### config.mk
export PLATFORM = sky130hd
export DESIGN_NAME = stdout_fifo
export DESIGN_NICKNAME = d
export VERILOG_FILES = /design/src/rtl/stdout_fifo_pkg.sv /design/src/rtl/stdout_fifo_sync_fifo.sv /design/src/rtl/stdout_fifo.sv
export SDC_FILE = /design/constraint.sdc
export NUM_CORES = 1
export LEC_CHECK = 0
export CAP_MARGIN = 5
export CORE_MARGIN = 2
export CORE_UTILIZATION = 40
export CTS_CLUSTER_DIAMETER = 60
export DETAILED_ROUTE_END_ITERATION = 6
export HOLD_SLACK_MARGIN = 0.02
export PLACE_DENSITY = 0.69
export SLEW_MARGIN = 20
export SYNTH_ARGS = -nofsm -noshare
export SYNTH_HDL_FRONTEND = slang
export SYNTH_SLANG_ARGS = --single-unit
export TNS_END_PERCENT = 5
### constraint.sdc
create_clock -name clk -period 2.9 [get_ports clk]
set_input_delay 0.87 -clock clk [delete_from_list [all_inputs] [get_ports clk]]
set_output_delay 0.87 -clock clk [all_outputs]
set_load 0.1 [all_outputs]
### src/rtl/stdout_fifo_pkg.sv
// Shared types and constants for the stdout byte buffer.
// Latency: n/a (declarations only).
// Backpressure: n/a.
package stdout_fifo_pkg;

    typedef enum logic [1:0] {
        IDLE    = 2'd0,
        START   = 2'd1,
        BUSY_LO = 2'd2,
        BUSY_HI = 2'd3
    } tx_state_t;

    localparam logic [7:0] ASCII_LF = 8'h0A;
    localparam logic [7:0] ASCII_CR = 8'h0D;

endpackage

### src/rtl/stdout_fifo_sync_fifo.sv
// Single-clock byte FIFO with occupancy count and sticky overflow flag.
// Latency: write visible at rd_data the cycle after push; rd_data is combinational from rd_ptr.
// Backpressure: none upstream; a push while full (and no pop) is dropped and flagged.
module sync_fifo #(
    parameter int DEPTH  = 16,
    parameter int ADDR_W = 4,
    parameter int DATA_W = 8
) (
    input  logic              clk,
    input  logic              rstn,
    input  logic              push,
    input  logic              pop,
    input  logic [DATA_W-1:0] wr_data,
    output logic [DATA_W-1:0] rd_data,
    output logic [ADDR_W:0]   count,
    output logic              empty,
    output logic              overflow
);

    localparam logic [ADDR_W:0] FULL_LVL = (ADDR_W + 1)'(DEPTH);

    logic [DATA_W-1:0] mem [DEPTH];
    logic [ADDR_W-1:0] wr_ptr;
    logic [ADDR_W-1:0] rd_ptr;
    logic              full;
    logic              do_push;
    logic              do_pop;

    assign full    = (count == FULL_LVL);
    assign empty   = (count == '0);
    // A pop in the same cycle frees a slot, so a push at full is still accepted
    assign do_pop  = pop & ~empty;
    assign do_push = push & (~full | do_pop);
    assign rd_data = mem[rd_ptr];

    // Storage write; contents need no reset since count gates every read
    always_ff @(posedge clk) begin
        if (do_push) begin
            mem[wr_ptr] <= wr_data;
        end
    end

    // Pointers wrap naturally at DEPTH; count tracks occupancy separately
    always_ff @(posedge clk or negedge rstn) begin
        if (!rstn) begin
            wr_ptr <= '0;
            rd_ptr <= '0;
            count  <= '0;
        end else begin
            if (do_push) wr_ptr <= wr_ptr + 1'b1;
            if (do_pop)  rd_ptr <= rd_ptr + 1'b1;
            case ({do_push, do_pop})
                2'b10:   count <= count + 1'b1;
                2'b01:   count <= count - 1'b1;
                default: count <= count;
            endcase
        end
    end

    // Dropped byte flag stays up until reset
    always_ff @(posedge clk or negedge rstn) begin
        if (!rstn) begin
            overflow <= 1'b0;
        end else if (push && !do_push) begin
            overflow <= 1'b1;
        end
    end

endmodule

### src/rtl/stdout_fifo.sv
// CPU stdout capture buffer feeding uart_tx via start/ready; STDOUT_FIFO_CRLF_EN expands LF into CR LF.
// Latency: stdout_en rise to count increment 3 clk edges; head byte loaded to tx_data one edge later if UART idle.
// Backpressure: cpu_en (registered) drops at count >= DEPTH-HOLD_MARGIN; UART stalls via tx_ready.
module stdout_fifo
    import stdout_fifo_pkg::*;
#(
    parameter int DEPTH        = 16,
    parameter int ADDR_W       = 4,
    parameter int START_CYCLES = 2,
    parameter int HOLD_MARGIN  = 2
) (
    input  logic            clk,
    input  logic            rstn,
    input  logic [7:0]      stdout,
    input  logic            stdout_en,
    output logic            cpu_en,
    output logic [7:0]      tx_data,
    output logic            tx_start,
    input  logic            tx_ready,
    output logic [ADDR_W:0] count,
    output logic            overflow
);

    localparam int              TMR_W      = (START_CYCLES > 1) ? $clog2(START_CYCLES) : 1;
    localparam logic [ADDR_W:0] HOLD_LEVEL = (ADDR_W + 1)'(DEPTH - HOLD_MARGIN);

    logic             s1, s2, s3;
    logic             push;
    logic             pop;
    logic             load;
    logic [7:0]       head;
    logic [7:0]       load_byte;
    logic             fifo_empty;
    logic [TMR_W-1:0] timer;
    tx_state_t        state, state_nxt;
`ifdef STDOUT_FIFO_CRLF_EN
    logic             cr_done;
    logic             send_cr;
`endif

    // stdout_en comes from the CPU clock domain: two sync flops plus one for edge detect
    always_ff @(posedge clk or negedge rstn) begin
        if (!rstn) begin
            s1 <= 1'b0;
            s2 <= 1'b0;
            s3 <= 1'b0;
        end else begin
            s1 <= stdout_en;
            s2 <= s1;
            s3 <= s2;
        end
    end

    assign push = s2 & ~s3;

    sync_fifo #(
        .DEPTH  (DEPTH),
        .ADDR_W (ADDR_W),
        .DATA_W (8)
    ) u_fifo (
        .clk      (clk),
        .rstn     (rstn),
        .push     (push),
        .pop      (pop),
        .wr_data  (stdout),
        .rd_data  (head),
        .count    (count),
        .empty    (fifo_empty),
        .overflow (overflow)
    );

    // Transmit FSM state register
    always_ff @(posedge clk or negedge rstn) begin
        if (!rstn) begin
            state <= IDLE;
        end else begin
            state <= state_nxt;
        end
    end

    // Next state: load when data waits and UART idle, then follow the ready low/high handshake
    always_comb begin
        state_nxt = state;
        case (state)
            IDLE:    if (!fifo_empty && tx_ready) state_nxt = START;
            START:   if (timer == '0)             state_nxt = BUSY_LO;
            BUSY_LO: if (!tx_ready)               state_nxt = BUSY_HI;
            BUSY_HI: if (tx_ready)                state_nxt = IDLE;
            default:                              state_nxt = IDLE;
        endcase
    end

    // FSM outputs; tx_start follows the START state so reset cuts it with no clock edge
    always_comb begin
        tx_start  = (state == START);
        load      = (state == IDLE) && !fifo_empty && tx_ready;
`ifdef STDOUT_FIFO_CRLF_EN
        send_cr   = load && (head == ASCII_LF) && !cr_done;
        load_byte = send_cr ? ASCII_CR : head;
        pop       = load && !send_cr;
`else
        load_byte = head;
        pop       = load;
`endif
    end

    // tx_data holds from one load to the next; timer counts the start pulse length
    always_ff @(posedge clk or negedge rstn) begin
        if (!rstn) begin
            tx_data <= 8'h00;
            timer   <= '0;
        end else if (load) begin
            tx_data <= load_byte;
            timer   <= TMR_W'(START_CYCLES - 1);
        end else if (state == START && timer != '0) begin
            timer   <= timer - 1'b1;
        end
    end

`ifdef STDOUT_FIFO_CRLF_EN
    // Remembers that the CR for the LF at the head has already gone out
    always_ff @(posedge clk or negedge rstn) begin
        if (!rstn) begin
            cr_done <= 1'b0;
        end else if (load) begin
            cr_done <= send_cr;
        end
    end
`endif

    // Stall the CPU early enough to absorb strobes still inside the synchronizer
    always_ff @(posedge clk or negedge rstn) begin
        if (!rstn) begin
            cpu_en <= 1'b1;
        end else begin
            cpu_en <= (count < HOLD_LEVEL);
        end
    end

endmodule

# Yosys cells after proc, flatten, opt, wreduce, memory -nomap -nowiden
# Memory sizes are Yosys's and may differ from the RTL's. A register that Yosys moved wholly into a read port is not among the register bits.
# Index checks and enable logic that the tools add are counted.
word_totals:
  reg_bits: 21
  mem_count: 1
  mem_bits_rw: 128
  input_bits: 12
mem_list:
  columns: ["name", "words", "width", "rd", "rd_clocked_by_memory_dff", "write_ports", "line", "text"]
  rows:
  - ["u_fifo.mem", 16, 8, 1, 1, 1, "stdout_fifo_sync_fifo.sv:22", "logic [DATA_W-1:0] mem [DEPTH];"]
classes:
  n_mux: 10
  add_sub_neg: 5
  reduce_logical: 13
  n_lt_le_gt_ge: 1
  n_bitwise: 7
  eq_ne: 10
ops:
  columns: ["operator", "n"]
  rows:
  - ["$pmux 5 s2", 1]
  - ["$add 4x1->4 const B", 2]
  - ["$mux 2", 4]
  - ["$ne 2x2->1 const B", 4]
  - ["$pmux 2 s4", 1]
  - ["$eq 2x2->1 const B", 3]
  - ["$add 5x1->5 const B", 1]
  - ["$eq 5x5->1 const B", 1]
  - ["$logic_and 1x1->1", 5]
  - ["$logic_not 5->1", 1]
  - ["$lt 5x4->1 const B", 1]
  - ["$sub 5x1->5 const B", 1]
  - ["$eq 2x1->1 const B", 2]
  - ["$mux 1", 4]
  - ["$reduce_and 4->1", 1]
  - ["$reduce_bool 2->1", 2]
  - ["$and 1x1->1", 3]
  - ["$logic_not 1->1", 3]
  - ["$not 1->1", 3]
  - ["$logic_not 2->1", 1]
  - ["$or 1x1->1", 1]
  - ["$sub 1x1->1 const B", 1]

# Longest topological paths before layout
depth:
  depth_word: 9
  mapped_depth: 11

# Hierarchy
# A second synthesis with hierarchy kept.
unflattened:
  hier_cells: 373
  area_unflattened_um2: 6408.6
modules_own_cells:
  columns: ["mod", "n_inst", "cells_per_inst", "area_per_inst_um2"]
  rows:
  - ["sync_fifo", 1, 331, 5785.5]
  - ["stdout_fifo", 1, 42, 623.1]

# Worst setup path after synthesis
# OpenSTA, ideal clock, no wires.
synth_path:
  path_type: "reg-to-reg"
  start: "reg u_fifo.count[0]"
  end: "reg u_fifo.count[4]"
  setup_time_ns: 0.126
  path_stages_with_launch: 10
  setup_slack_ns: -0.390
  period_less_slack_ns: 3.290
  t_required_ns: 2.774
  arrival_ns: 3.164
  path_cell_list: "dfrtp_1 > or4_4 > o21ai_1 > buf_2 > nor2_1 > fa_1 > a21o_1 > a21oi_1 > nand3_1 > a311o_1"
synth_via:
  elab_chain_cells: 9
  word_cells_on_any_way: 16
  cone_classes: "add/sub (2); eq/ne (3); mux (1); bitwise (5); reduce/logical (5)"
synth_lines:
  columns: ["element", "line", "text"]
  rows:
  - ["from (decl)", "stdout_fifo_sync_fifo.sv:15", "output logic [ADDR_W:0] count,"]
  - ["from (signal assigned)", "stdout_fifo_sync_fifo.sv:53", "2'b10: count <= count + 1'b1;"]
  - ["from (signal assigned)", "stdout_fifo_sync_fifo.sv:54", "2'b01: count <= count - 1'b1;"]
  - ["from (signal assigned)", "stdout_fifo_sync_fifo.sv:55", "default: count <= count;"]
  - ["$logic_not 5->1", "stdout_fifo_sync_fifo.sv:30", "assign empty = (count == '0);"]
  - ["$logic_not 1->1", "stdout_fifo.sv:96", "load = (state == IDLE) && !fifo_empty && tx_ready;"]
  - ["$logic_and 1x1->1 (2 in a row)", "stdout_fifo.sv:96", null]
  - ["$and 1x1->1", "stdout_fifo_sync_fifo.sv:32", "assign do_pop = pop & ~empty;"]
  - ["$or 1x1->1", "stdout_fifo_sync_fifo.sv:33", "assign do_push = push & (~full | do_pop);"]
  - ["$and 1x1->1", "stdout_fifo_sync_fifo.sv:33", null]
  - ["$eq 2x1->1 / $eq 2x2->1 (equally long branches)", "stdout_fifo_sync_fifo.sv:52", "case ({do_push, do_pop})"]
  - ["$pmux 5 s2 / $reduce_bool 2->1 (equally long branches)", null, null]
# Several ways; a longest one is shown, not always the timed one.
# A chain may end at the register's enable or synchronous reset.

# Worst setup path after layout
layout_path:
  start: "reg u_fifo.count[1]"
  end: "reg u_fifo.count[4]"
# Same word-level chain as after synthesis.

==> run_results.csv <==
group,metric,value,unit
outcome,status,"finished, final reports clean",
timing,final.setup_skew,0.00760,ns
routing,routed_wirelength,11500,um
timing,period_minus_slack,2.70,ns
logic_synthesis,synth_seq_cells,157,
setup_path,cp-start-kind,"flip-flop",
die,die_area,17000,um^2
logic_synthesis,syn_avg_cell_area,19.2,um^2
logic_synthesis,seq_area_frac_synth,71.4,%
setup_path,reg2reg_from,"u_fifo.count[1]",
routing,drcViolationCount,0,
cts,clk_latency,0.42,ns
cts,numCtsBuffers,17,
power,p_per_area,990,nW/um^2
layout,finish.utilization,49.9,%
setup_path,critPathKind,"reg -> reg",
cts,cts.repair.resized,0,
timing,rsz0062_at_grt,"false",
logic_synthesis,synth_top_area_share,60.1,%
grt,grt_max_degree,35,
routing,num_vias,3213,
layout,drive_above_1_share,32.5,%
die,io_pins,28,
setup_path,path_cells,"or4_4 -> o21ai_4 -> nor2_1 -> fa_1 -> a21o_1 -> a21oi_2 -> nand3_1 -> a311o_1",
setup_path,worstRegToRegCells,8,
cts,clk_path_buf_depth,2,
grt,track_usage,15.0,%
placement,port_buffers,27,
setup_path,cp_slowest_cell,"or4_4",
cts,hold_buffers,0,
timing,slew_viol_final,0,
die,die_w,130,um
setup_path,r2r_end,"u_fifo.count[4]",
setup_path,cp-startpoint,"u_fifo.count[1]",
min_path,hold_path.class,"reg -> reg",
placement,place.gp.congestion,0.762,
die,floorplan.initialDensity,40.6,%
logic_synthesis,synth.most_common_cell,"edfxtp_1",
setup_path,crit_end,"u_fifo.count[4]",
routing,drt_iter0_drc,174,
cts,post-cts-setup-buffers,0,
logic_synthesis,synth_flop_cell,"edfxtp_1",
logic_synthesis,synth_cell_types,40,
logic_synthesis,syn_area,6400,um^2
setup_path,max_stage_delay,0.62,ns
layout,insertedDiodeCount,0,
layout,area_growth,23.0,%
logic_synthesis,synthArstFlopShare,18.5,%
timing,whs,0.381,ns
timing,worstMarginPinSlew,0.560,ns
logic_synthesis,synth-edff-count,128,
die,fp-row-count,46,
logic_synthesis,synth.largest_area_cell,"edfxtp_1",
timing,hold_violations,0,
timing,relSlewSlack,62.6,%
die,core-area,15800,um^2
cts,htreeDepth,4,
routing,viasPerCell,5.04,
timing,setup_ws,0.200,ns
timing,clock.fmax,370,MHz
routing,antenna_left,0,
power,power.leakage,0.00283,uW
placement,pre_cts_slack,-0.186,ns
setup_path,worstPathArrival,3.00,ns
grt,overflow,0,
timing,setup_viol,0,
logic_synthesis,synth_nets,360,
power,power,7790,uW
power,ir_drop,0.640,mV
logic_synthesis,syn_inst,334,
cts,cts_tree,"built",
setup_path,critPathMaxFanout,7,
die,die_h,130,um
logic_synthesis,synth_area_leaders,"edfxtp_1 (60%), mux4_2 (11%), dfrtp_1 (11%), ha_1 (2.5%), mux2i_1 (2.5%)",
cts,cts_root_buffer,"clkbuf_16",
grt,antenna_found_initial,0,
layout,nNetsFinal,435,
placement,dp.final_hpwl,7730,um
cts,clkTransAtPathRegs,0.06,ns
setup_path,critPathCaptureType,"flip-flop",
grt,grt_pass1_vias,3444,
setup_path,crit_required,3.20,ns
logic_synthesis,synth_common_cells,"edfxtp_1 (128), mux4_2 (32), dfrtp_1 (28)",
routing,dr.pass1.iters,4,
timing,period_share,93.1,%
setup_path,rrSetupSlack,0.20,ns
run,drv_cap,0,
grt,grt_pass1_wl,18700,um
cts,clock-sinks,157,
routing,wl_per_cell,18.0,um
logic_synthesis,synth_warnings,0,
[worst max-delay path, delay by kind of cell (launching register included)]
kind	cells	cell delay, ns
AOI/OAI and AO/OA	4	0.84
adders and majority gates	1	0.41
DFF	1	0.52
and+or+nand+nor	3	0.82
[metal layers]
| layer | GRT usage (%) | up-vias | wire length, um |
|---|---|---|---|
| li1 | - | 1478 | - |
| met5 | 0 | - | 0 |
| met3 | 4.60 | 10 | 496 |
| met4 | 5.01 | 0 | 126 |
| met2 | 24.8 | 60 | 5850 |
| met1 | 19.1 | 1665 | 4990 |
[cells in the final DEF, fill, tap and decap left out, types with 3 or more instances in the layout]
cell type        netlist  layout
nand4_1                3       3
dfrtp_2                0       3
buf_4                  0      50
o221ai_1               8       8
edfxtp_1             128     128
mux2i_1               16      16
dfrtp_1               28      23
mux4_2                32      32
inv_6                  0       4
mux2_4                 3       3
xnor2_1                7       7
clkbuf_16              0      17
ha_1                  13      13
a21o_1                 3       3
nand2_1               20      20
inv_1                  7       7
clkdlybuf4s50_1        0      11
buf_12                 0       8
and2_1                18      18
clkinv_4               0       3
o21ai_0                3       3
[through the flow]
| stage | instances | cell area, um^2 | setup TNS [ns] |
|---|---|---|---|
| after global placement | 606 | 7280 | -0.169 |
| after CTS | 638 | 7870 | 0 |
| after detailed placement | 606 | 7280 | -0.316 |
| after global routing | 638 | 7870 | 0 |
| after floorplan | 334 | 6430 | 0 |
| final | 638 | 7870 | 0 |
[cell families (layout without fill, tap and decap cells)]
| family | Yosys count | after routing | synth area share, % |
|---|---|---|---|
| muxes | 54 | 54 | 15.4 |
| AOI/OAI and AO/OA | 27 | 27 | 3.23 |
| xor gates and xnor gates | 8 | 8 | 1.10 |
| DFF | 157 | 157 | 71.4 |
| buffers and inverters | 20 | 108 | 1.31 |
| adders and majority gates | 14 | 14 | 2.86 |
| and+or+nand+nor | 54 | 54 | 4.71 |
[registers in the layout, indices dropped and copies added, names as in the netlist]
register	flops
s3	1
s1	1
timer	1
s2	1
state	2
tx_data	8
u_fifo.mem	128
cpu_en	1
u_fifo.rd_ptr	4
u_fifo.wr_ptr	4
u_fifo.overflow	1
u_fifo.count	5
[worst min path at each step]
stage | from | end | depth (start not counted)
floorplan | s1 | s2 | 0
global placement | s1 | s2 | 0
detailed placement | s1 | s2 | 0
CTS | s1 | s2 | 0
global route | s1 | s2 | 0
finish | s1 | s2 | 0
[final cells by class]
class | count | area (um^2)
fillers | 1310 | 7900
flip-flops and latches | 157 | 4580
multi-input cells | 157 | 1760
repair buffers | 69 | 646
clock buffers | 17 | 425
well taps | 216 | 270
clock inverters | 15 | 161
inverters | 7 | 26.3
[power breakdown]
group | switching, uW | internal (uW) | leakage (uW) | total, uW
registers | 222 | 2720 | 0.00150 | 2950
logic | 1630 | 1040 | 0.00105 | 2670
clock network | 893 | 1280 | 0.000284 | 2170
Power figures use the tool's default switching activity.
